`src/rtl/issue_scheduler.sv`:
```
// Dual-slot in-order issue scheduler feeding a Branch and a Memory pipeline.
// Optional ISSUE_SCHED_PERF_EN adds dual-issue and stall performance counters.
module issue_scheduler #(
    parameter int QDEPTH = 4,
    parameter int TAG_W  = 32
) (
    input  logic                  clk,
    input  logic                  rst,
    input  logic [1:0]            dec_valid,
    output logic                  dec_ready,
    input  logic [1:0][1:0]       dec_class,
    input  logic [1:0][4:0]       dec_rd,
    input  logic [1:0][4:0]       dec_rs1,
    input  logic [1:0][4:0]       dec_rs2,
    input  logic [1:0][TAG_W-1:0] dec_tag,
    output logic                  br_valid,
    output logic [TAG_W-1:0]      br_tag,
    input  logic                  br_ready,
    output logic                  mem_valid,
    output logic [TAG_W-1:0]      mem_tag,
    input  logic                  mem_ready,
    input  logic                  ex_load_valid,
    input  logic [4:0]            ex_load_rd,
`ifdef ISSUE_SCHED_PERF_EN
    output logic [31:0]           perf_dual_cnt,
    output logic [31:0]           perf_stall_cnt,
`endif
    input  logic                  flush
);

    localparam int AW = $clog2(QDEPTH);
    localparam int CW = AW + 1;

    localparam logic [1:0] CLS_ALU = 2'b00;
    localparam logic [1:0] CLS_BR  = 2'b01;

    logic [1:0]       q_cls [QDEPTH];
    logic [4:0]       q_rd  [QDEPTH];
    logic [4:0]       q_rs1 [QDEPTH];
    logic [4:0]       q_rs2 [QDEPTH];
    logic [TAG_W-1:0] q_tag [QDEPTH];

    logic [AW-1:0] head, tail, head1, wr1;
    logic [CW-1:0] count, free;

    logic       stop, il0, il1, dep, conflict;
    logic       e0_live, e1_cand, e1_live, e0_mem, e0_rdy, e1_rdy;
    logic       deq0, deq1;
    logic [1:0] acc, enq_n, deq_n;
    logic       br_fire, mem_fire;

    function automatic logic interlocked(input logic [4:0] rs1, input logic [4:0] rs2,
                                         input logic lv, input logic [4:0] lrd);
        return lv && (lrd != 5'd0) && ((rs1 == lrd) || (rs2 == lrd));
    endfunction

    always_comb begin
        stop     = rst | flush;
        head1    = head + AW'(1);
        free     = CW'(QDEPTH) - count;
        il0      = interlocked(q_rs1[head], q_rs2[head], ex_load_valid, ex_load_rd);
        il1      = interlocked(q_rs1[head1], q_rs2[head1], ex_load_valid, ex_load_rd);
        dep      = (q_rd[head] != 5'd0) &&
                   ((q_rs1[head1] == q_rd[head]) || (q_rs2[head1] == q_rd[head]) ||
                    (q_rd[head1] == q_rd[head]));
        // Only two non-ALU classes bound to the same pipe can collide; an ALU takes whichever is free.
        conflict = (q_cls[head] != CLS_ALU) && (q_cls[head1] != CLS_ALU) &&
                   (q_cls[head][1] == q_cls[head1][1]);

        e0_live  = !stop && (count != '0) && !il0;
        e1_cand  = e0_live && (count >= CW'(2)) && !il1 && !dep && !conflict;

        if (q_cls[head] == CLS_ALU)
            e0_mem = e1_cand && (q_cls[head1] == CLS_BR);
        else
            e0_mem = q_cls[head][1];

        e0_rdy  = e0_mem ? mem_ready : br_ready;
        e1_rdy  = e0_mem ? br_ready  : mem_ready;
        e1_live = e1_cand && e0_rdy;

        br_valid  = (e0_live && !e0_mem) || (e1_live && e0_mem);
        mem_valid = (e0_live && e0_mem)  || (e1_live && !e0_mem);
        br_tag    = '0;
        mem_tag   = '0;
        if (e0_live && !e0_mem) br_tag  = q_tag[head];
        if (e1_live && e0_mem)  br_tag  = q_tag[head1];
        if (e0_live && e0_mem)  mem_tag = q_tag[head];
        if (e1_live && !e0_mem) mem_tag = q_tag[head1];

        deq0  = e0_live && e0_rdy;
        deq1  = e1_live && e1_rdy;
        deq_n = {1'b0, deq0} + {1'b0, deq1};

        dec_ready = !stop && (free >= CW'(2));
        acc       = dec_valid & {2{dec_ready}};
        enq_n     = {1'b0, acc[0]} + {1'b0, acc[1]};
        wr1       = tail + AW'(acc[0]);

        br_fire  = br_valid && br_ready;
        mem_fire = mem_valid && mem_ready;
    end

    always_ff @(posedge clk) begin
        if (rst || flush) begin
            head  <= '0;
            tail  <= '0;
            count <= '0;
        end else begin
            head  <= head + AW'(deq_n);
            tail  <= tail + AW'(enq_n);
            count <= count + CW'(enq_n) - CW'(deq_n);
        end
    end

    // Payload storage needs no reset: occupancy alone decides what is visible.
    always_ff @(posedge clk) begin
        if (acc[0]) begin
            q_cls[tail] <= dec_class[0];
            q_rd[tail]  <= dec_rd[0];
            q_rs1[tail] <= dec_rs1[0];
            q_rs2[tail] <= dec_rs2[0];
            q_tag[tail] <= dec_tag[0];
        end
        if (acc[1]) begin
            q_cls[wr1] <= dec_class[1];
            q_rd[wr1]  <= dec_rd[1];
            q_rs1[wr1] <= dec_rs1[1];
            q_rs2[wr1] <= dec_rs2[1];
            q_tag[wr1] <= dec_tag[1];
        end
    end

`ifdef ISSUE_SCHED_PERF_EN
    always_ff @(posedge clk) begin
        if (rst) begin
            perf_dual_cnt  <= '0;
            perf_stall_cnt <= '0;
        end else begin
            if (br_fire && mem_fire && (perf_dual_cnt != '1))
                perf_dual_cnt <= perf_dual_cnt + 32'd1;
            if ((count != '0) && !br_fire && !mem_fire && (perf_stall_cnt != '1))
                perf_stall_cnt <= perf_stall_cnt + 32'd1;
        end
    end
`endif

endmodule

```
`config.mk`:
```
export PLATFORM = sky130hd
export DESIGN_NAME = issue_scheduler
export DESIGN_NICKNAME = d
export VERILOG_FILES = /design/src/rtl/issue_scheduler.sv
export SDC_FILE = /design/constraint.sdc
export NUM_CORES = 1
export LEC_CHECK = 0
export CORE_ASPECT_RATIO = 0.7
export CORE_MARGIN = 10
export CORE_UTILIZATION = 51
export DETAILED_ROUTE_END_ITERATION = 7
export GPL_TIMING_DRIVEN = 0
export PLACE_DENSITY_LB_ADDON = 0.1
export SLEW_MARGIN = 20
export SYNTH_ARGS = -nofsm -noshare
export SYNTH_HDL_FRONTEND = slang
export SYNTH_SLANG_ARGS = --single-unit
```
`constraint.sdc`:
```
create_clock -name clk -period 5.7 [get_ports clk]
set_clock_uncertainty 0.1 [all_clocks]
set_input_delay 0.57 -clock clk [delete_from_list [all_inputs] [get_ports clk]]
set_output_delay 0.57 -clock clk [all_outputs]
set_load 0.02 [all_outputs]
```
# Word-level counts from Yosys, hierarchy flattened

Memories as Yosys holds them, arrays and structs flattened. A register that Yosys moved wholly into a read port is not among the register bits.
Index checks and enable logic that the tools add are counted.

$add $sub $neg: 9
$lt $le $gt $ge: 2
Eq/ne operators: 9
Muxes and demuxes: 16
Bitwise logic cells: 2
Reductions and logical operators: 40

Operator list:

| cell                                                                  | number |
|---|---|
| 32-bit two-way mux                                                    | 4 |
| 5-bit equality test                                                   | 7 |
| 1-bit logical AND                                                     | 21 |
| 2-bit two-way mux                                                     | 5 |
| 5-bit nonzero test                                                    | 2 |
| 1-bit logical OR                                                      | 7 |
| 1-bit two-way mux                                                     | 7 |
| 3-bit by 2-bit >= comparator with 1-bit output, second input constant | 2 |
| 1-bit logical NOT                                                     | 6 |
| 1-bit by 1-bit adder with 2-bit output                                | 2 |
| 2-bit adder                                                           | 2 |
| 2-bit nonzero test                                                    | 2 |
| 3-bit by 2-bit adder with 3-bit output                                | 1 |
| 3-bit nonzero test                                                    | 1 |
| 3-bit by 2-bit subtractor with 3-bit output                           | 1 |
| 3-bit subtractor, first input constant                                | 1 |
| 2-bit by 1-bit adder with 2-bit output                                | 1 |
| 2-bit by 1-bit adder with 2-bit output, second input constant         | 1 |
| 2-bit bitwise AND                                                     | 1 |
| 2-bit by 1-bit equality test with 1-bit output, second input constant | 1 |
| 2-bit logical NOT                                                     | 1 |
| 1-bit equality test                                                   | 1 |
| 1-bit OR                                                              | 1 |

Flip-flop bits (word level): 7
Memory bits (writable): 196
Output and inout bits: 67
Word-level logic and storage cells: 86
Memories: 5

Memory list:

| name  | words | bits a word | rd ports | clocked after Yosys merged registers in | write ports | RTL line | text |
|---|---|---|---|---|---|---|---|
| q_tag | 4     | 32          | 2        | 1                                       | 2           | 41       | `logic [TAG_W-1:0] q_tag [QDEPTH];` |
| q_rd  | 4     | 5           | 2        | 1                                       | 2           | 38       | `logic [4:0] q_rd [QDEPTH];` |
| q_rs1 | 4     | 5           | 2        | 1                                       | 2           | 39       | `logic [4:0] q_rs1 [QDEPTH];` |
| q_rs2 | 4     | 5           | 2        | 1                                       | 2           | 40       | `logic [4:0] q_rs2 [QDEPTH];` |
| q_cls | 4     | 2           | 2        | 1                                       | 2           | 37       | `logic [1:0] q_cls [QDEPTH];` |

# Logic depth before layout (Yosys ltp)

Word-level depth: 17
Mapped depth: 20

# Worst setup path before layout

Ideal clock, no wire load.

Kind: input to register
Start point: input port flush
End point: memory q_cls[3][0] (enable)
Setup time: 523 ps
Arrival time: 5,292 ps
Path slack: -215 ps
Stages on the path: 7
Cells stage by stage: or2_2 -> clkbuf_1 -> a21oi_1 -> nand2_1 -> inv_1 -> nand2_1 -> o21ai_0

RTL lines:

| what               | RTL line | text |
|---|---|---|
| start: declaration | 28       | `input logic flush` |
| end: declaration   | 37       |  |

# Final worst setup path

Start point: register head[1]
End point: output port mem_tag[22]

Cells in the longest elaborated chain, start to end: 15
Elaborated cells on any way between the ends: 36
Classes of those cells: add/sub: 1; eq/ne: 7; mux: 4; reduce/logical: 19; memory: 5

Ends and longest elaborated chain:

| what                                                   | RTL line | text |
|---|---|---|
| start: declaration                                     | 43       | `logic [AW-1:0] head, tail, head1, wr1;` |
| start signal: assignment                               | 110      | `head <= head + AW'(deq_n);` |
| 2-bit by 1-bit adder with 2-bit output *               | 59       | `head1 = head + AW'(1);` |
| memory 4 x 5 bit (on tied branches)                    | --       |  |
| 5-bit equality test (on tied branches)                 | 54, 64   |  |
| 1-bit logical OR (on tied branches)                    | 54, 64   |  |
| 1-bit logical AND or 1-bit logical OR (tied branches)  | 54, 64   |  |
| 1-bit logical NOT or 1-bit logical AND (tied branches) | 71, 63   |  |
| 1-bit logical AND or 1-bit logical NOT (tied branches) | 71       | `e1_cand = e0_live && (count >= CW'(2)) && !il1 && !dep && !conflict;` |
| 1-bit logical AND (2 in a row)                         | 71       |  |
| 1-bit logical AND                                      | 74       | `e0_mem = e1_cand && (q_cls[head1] == CLS_BR);` |
| 1-bit two-way mux                                      | 73       | `if (q_cls[head] == CLS_ALU)` |
| 1-bit two-way mux                                      | 78       | `e0_rdy = e0_mem ? mem_ready : br_ready;` |
| 1-bit logical AND                                      | 80       | `e1_live = e1_cand && e0_rdy;` |
| 1-bit logical AND                                      | 89       | `if (e1_live && !e0_mem) mem_tag = q_tag[head1];` |
| 32-bit two-way mux *                                   | 89       |  |
| end: declaration                                       | 20       | `output logic [TAG_W-1:0] mem_tag,` |

Mark *: on every way between the ends. The rest lies on a longest branch, timed or not.

==> results.md <==
* Filler cell count at 1943
* Mean post-synth cell area at 12.99 um2
* Port bufs at 172
* GRT Total Usage at 0.2356
* Total CTS buffers at 22
* Element type at the critical path end: primary output
* DRC at 0
* Die Span X at 209.5 um
* Post-CTS Resized at 0
* CP endpoint: mem_tag[22]
* Num rows at 48
* Slowest-stage cell, CP: buf_1
* Net count after synthesis at 1108
* Post-synthesis compound-gate area fraction at 0.08500
* Peak supply drop at 0.2258 mV
* GR Util met1 at 0.3405
* Clock root cell: clkbuf_16
* Synth unique cells at 54
* Final Instance Area at 15910 um2
* Placeable Area at 24680 um2
* Ys flop type: edfxtp_1
* Top Family by Delay on Critical Path: buffers and inverters
* Most used cell, CP: buf_2
* DRT Wirelength at 38.99 mm
* Yosys reg bits at 203
* Dpl cell area at 15170 um2
* Buffer depth of the longest clock path at 3
* Initial antenna violation count at 1
* Slew @ Worst Pin at 1.159 ns
* Share of layout cells above drive strength 1 at 0.2734
* Post-CTS Setup Bufs at 0
* # hold bufs at CTS at 0
* Post-layout util at 0.6447
* WL/cell at 25.44 um
* Ys Warns at 0
* Final Hold Viols at 0
* Setup tns final at 0 ns
* Crit path DAT at 4.68 ns
* TritonCTS clock tree: built
* Initial Util at 0.5194
* Most Crowded Layer GR: met2
* Clock sink count at 203
* Largest net degree at the start of global routing at 38
* Worst-path cell chain: buf_2, buf_4, buf_2, buf_2, buf_1, buf_1, mux2i_1, nand2_1, o21ai_0, o22ai_1, clkdlybuf4s50_1
* Area grow syn2layout at 24.12%
* RSZ-0062 raised after global routing: false
* Mapped cell area at 12820 um2
* Max-Cap Viols at 0
* Mux contribution to synthesized area at 0.3076
* CP Launch Type: flop
* Crit Path Max Fanout at 10
* GR Layer Usage met3 at 0.05038
* Sequential area share after synthesis at 0.4700
* Max-slew violation total from the final report at 0
* Vias in the first global route at 9465
* Status: completed
* Final period utilization at 0.9391
* Die height at 152.7 um
* Power Dens Cells at 223.9 nW/um2
* Met2 usage at 0.3559
* R2r startpoint: head[1]
* Final GP Congestion at 0.8817
* Skew-Pair Late Insertion Delay at 0.51 ns
* WS Path Type: flop to primary output
* Hold WC Path Type: flop to flop
* Initial DRT Pass Iterations at 5
* Slew headroom at 0.2276
* R2R depth at 19
* I/O pins at 178
* Post-route ant nets at 0
* Crit. Startpoint: head[1]
* GR Overflow Total at 0
* Largest family of logic cells by synthesized area: multiplexers
* DIE AREA at 31980 um2
* Worst Path Buf+Inv at 7
* Clk slew on worst S/H paths at 0.06 ns
* Area share of fa/ha/maj cells after synthesis at 0.01093
* Gate Count Post-Synth at 987
* Req. time, crit path at 5.03 ns
* First-pass GRT wire length at 58.97 mm
* Final HPWL DP at 27.89 mm
* Synth async-reset ratio at 0
* Levels on crit path at 11
* DR vias at 9421
* Number of flops mapped to enable cells by yosys at 196
* H-tree levels at 1
* # setup viols final at 0
* Initial DRC Count at 1145
* FMAX at 186.8 MHz
* R2r endpoint: count[2]
* Tmin final at 5.353 ns
* Register-to-register setup slack at 0.57 ns
* Most frequent cells in the layout: 229 x mux2_2, 196 x edfxtp_1, 172 x clkdlybuf4s50_1, 94 x mux2i_1, 56 x o22ai_1
* Cell Count, Final, Fillers Out at 1533
* Area of the multi-input gates at 6379 um2
* FF+latch area at 6026 um2
* Max stage delay on crit path at 0.74 ns
* P_leak at 5.065 nW
* Layout Nets at 1312
* Via density at 6.145
* Xor/xnor share of the synthesized area at 0.04714
* Most common library cell in the layout ignoring fill and taps: mux2_2
* Simple-Gate Fraction of Synth Area at 0.04392
* Placed Cells at 1492
==> Yosys cell counts, types with 2 or more instances <==
cell type	n	area [um2]
buf_2	10	50.05
o22ai_1	56	350.3
xor2_1	24	210.2
nor2b_1	2	12.51
a211o_1	22	192.7
buf_4	4	30.03
nor4_1	4	25.02
nor2_1	38	142.6
mux4_1	5	131.4
a21oi_1	3	15.01
fa_1	2	40.04
edfxtp_1	196	5886
ha_1	8	100.1
dfxtp_1	7	140.1
mux2_2	229	2579
xnor2_1	45	394.1
clkbuf_1	29	108.9
o21ai_0	39	195.2
a211oi_1	2	15.01
mux2i_1	94	940.9
inv_1	12	45.04
o211ai_1	11	82.58
nand2_1	52	195.2
buf_6	11	123.9
a32oi_1	2	17.52
buf_1	21	78.83
nor3_1	8	40.04
o22ai_2	9	112.6
mux4_2	13	292.8
nand3_1	5	25.02
==> cell type report <==
type	count	share of cell area
multi-input combinational	695	0.4008
sequential	203	0.3786
timing repair buffer	180	0.1200
clock buffer	27	0.03711
tap	325	0.02555
buffer	76	0.02547
clock inverter	13	0.009199
inverter	13	0.003066
antenna	1	0.0001572
==> worst min path at each step <==
| stage | end | slack, ns | depth (start not counted) | from |
|---|---|---|---|---|
| after global placement | count[2] | 0.45 | 3 | count[2] |
| after global routing | count[2] | 0.51 | 3 | count[2] |
| final | count[2] | 0.47 | 3 | count[2] |
| after CTS | count[2] | 0.48 | 3 | count[2] |
| after floorplan | count[2] | 0.43 | 3 | count[2] |
| after detailed placement | count[2] | 0.47 | 3 | count[2] |
==> power breakdown <==
group          total [mW]  internal [mW]  leakage, nW  switching [mW]
clock                1.47          0.876        0.355           0.598
sequential           1.70           1.68         1.83          0.0175
combinational       0.393          0.203         2.88           0.190
total                3.56           2.76         5.07           0.806
==> per-layer routing <==
layer	share of wire	vias to the layer above
li1	-	4241
met1	0.45	4694
met2	0.45	434
met3	0.089	52
met4	0.016	0
met5	0	-
==> logic make-up after synthesis <==
kind of cell | after synthesis
xor gates and xnor gates | 69
adders and majority gates | 10
muxes | 341
DFF | 203
AOI/OAI and AO/OA | 155
buffers and inverters | 89
and+or+nand+nor | 120
==> stage by stage <==
| step | setup WS (ns) | power, mW | hold slack [ns] |
|---|---|---|---|
| 3_3_place_gp | -1.575 | 2.106 | 0.4492 |
| 3_5_place_dp | 0.6752 | 2.116 | 0.4675 |
| 6_report | 0.3473 | 3.564 | 0.4737 |
| 2_1_floorplan | 1.007 | 1.939 | 0.4259 |
| 5_1_grt | 0.1128 | 3.674 | 0.5104 |
| 4_1_cts | 0.4233 | 3.579 | 0.4819 |
==> state kept, by name, summed over array words and instances, names as in the netlist <==
signal / count
q_tag: 128
q_rd: 20
head: 2
tail: 2
count: 3
q_rs2: 20
q_cls: 8
q_rs1: 20
==> worst register-to-register path: stages (launching register included) <==
cell,delay (ns)
dfxtp_1,0.31
buf_2,0.19
buf_4,0.26
mux2i_1,0.49
xnor2_1,0.13
nor3_1,0.29
a32oi_1,0.16
o22ai_1,0.31
a211o_1,0.36
clkbuf_1,0.50
nor2_1,0.08
mux2_2,0.29
ha_1,0.36
xor2_1,0.17
ha_1,0.16
inv_1,0.05
fa_1,0.43
xnor2_1,0.18
xnor2_1,0.13
nor2_1,0.05
(Power assumes the default switching activity.)
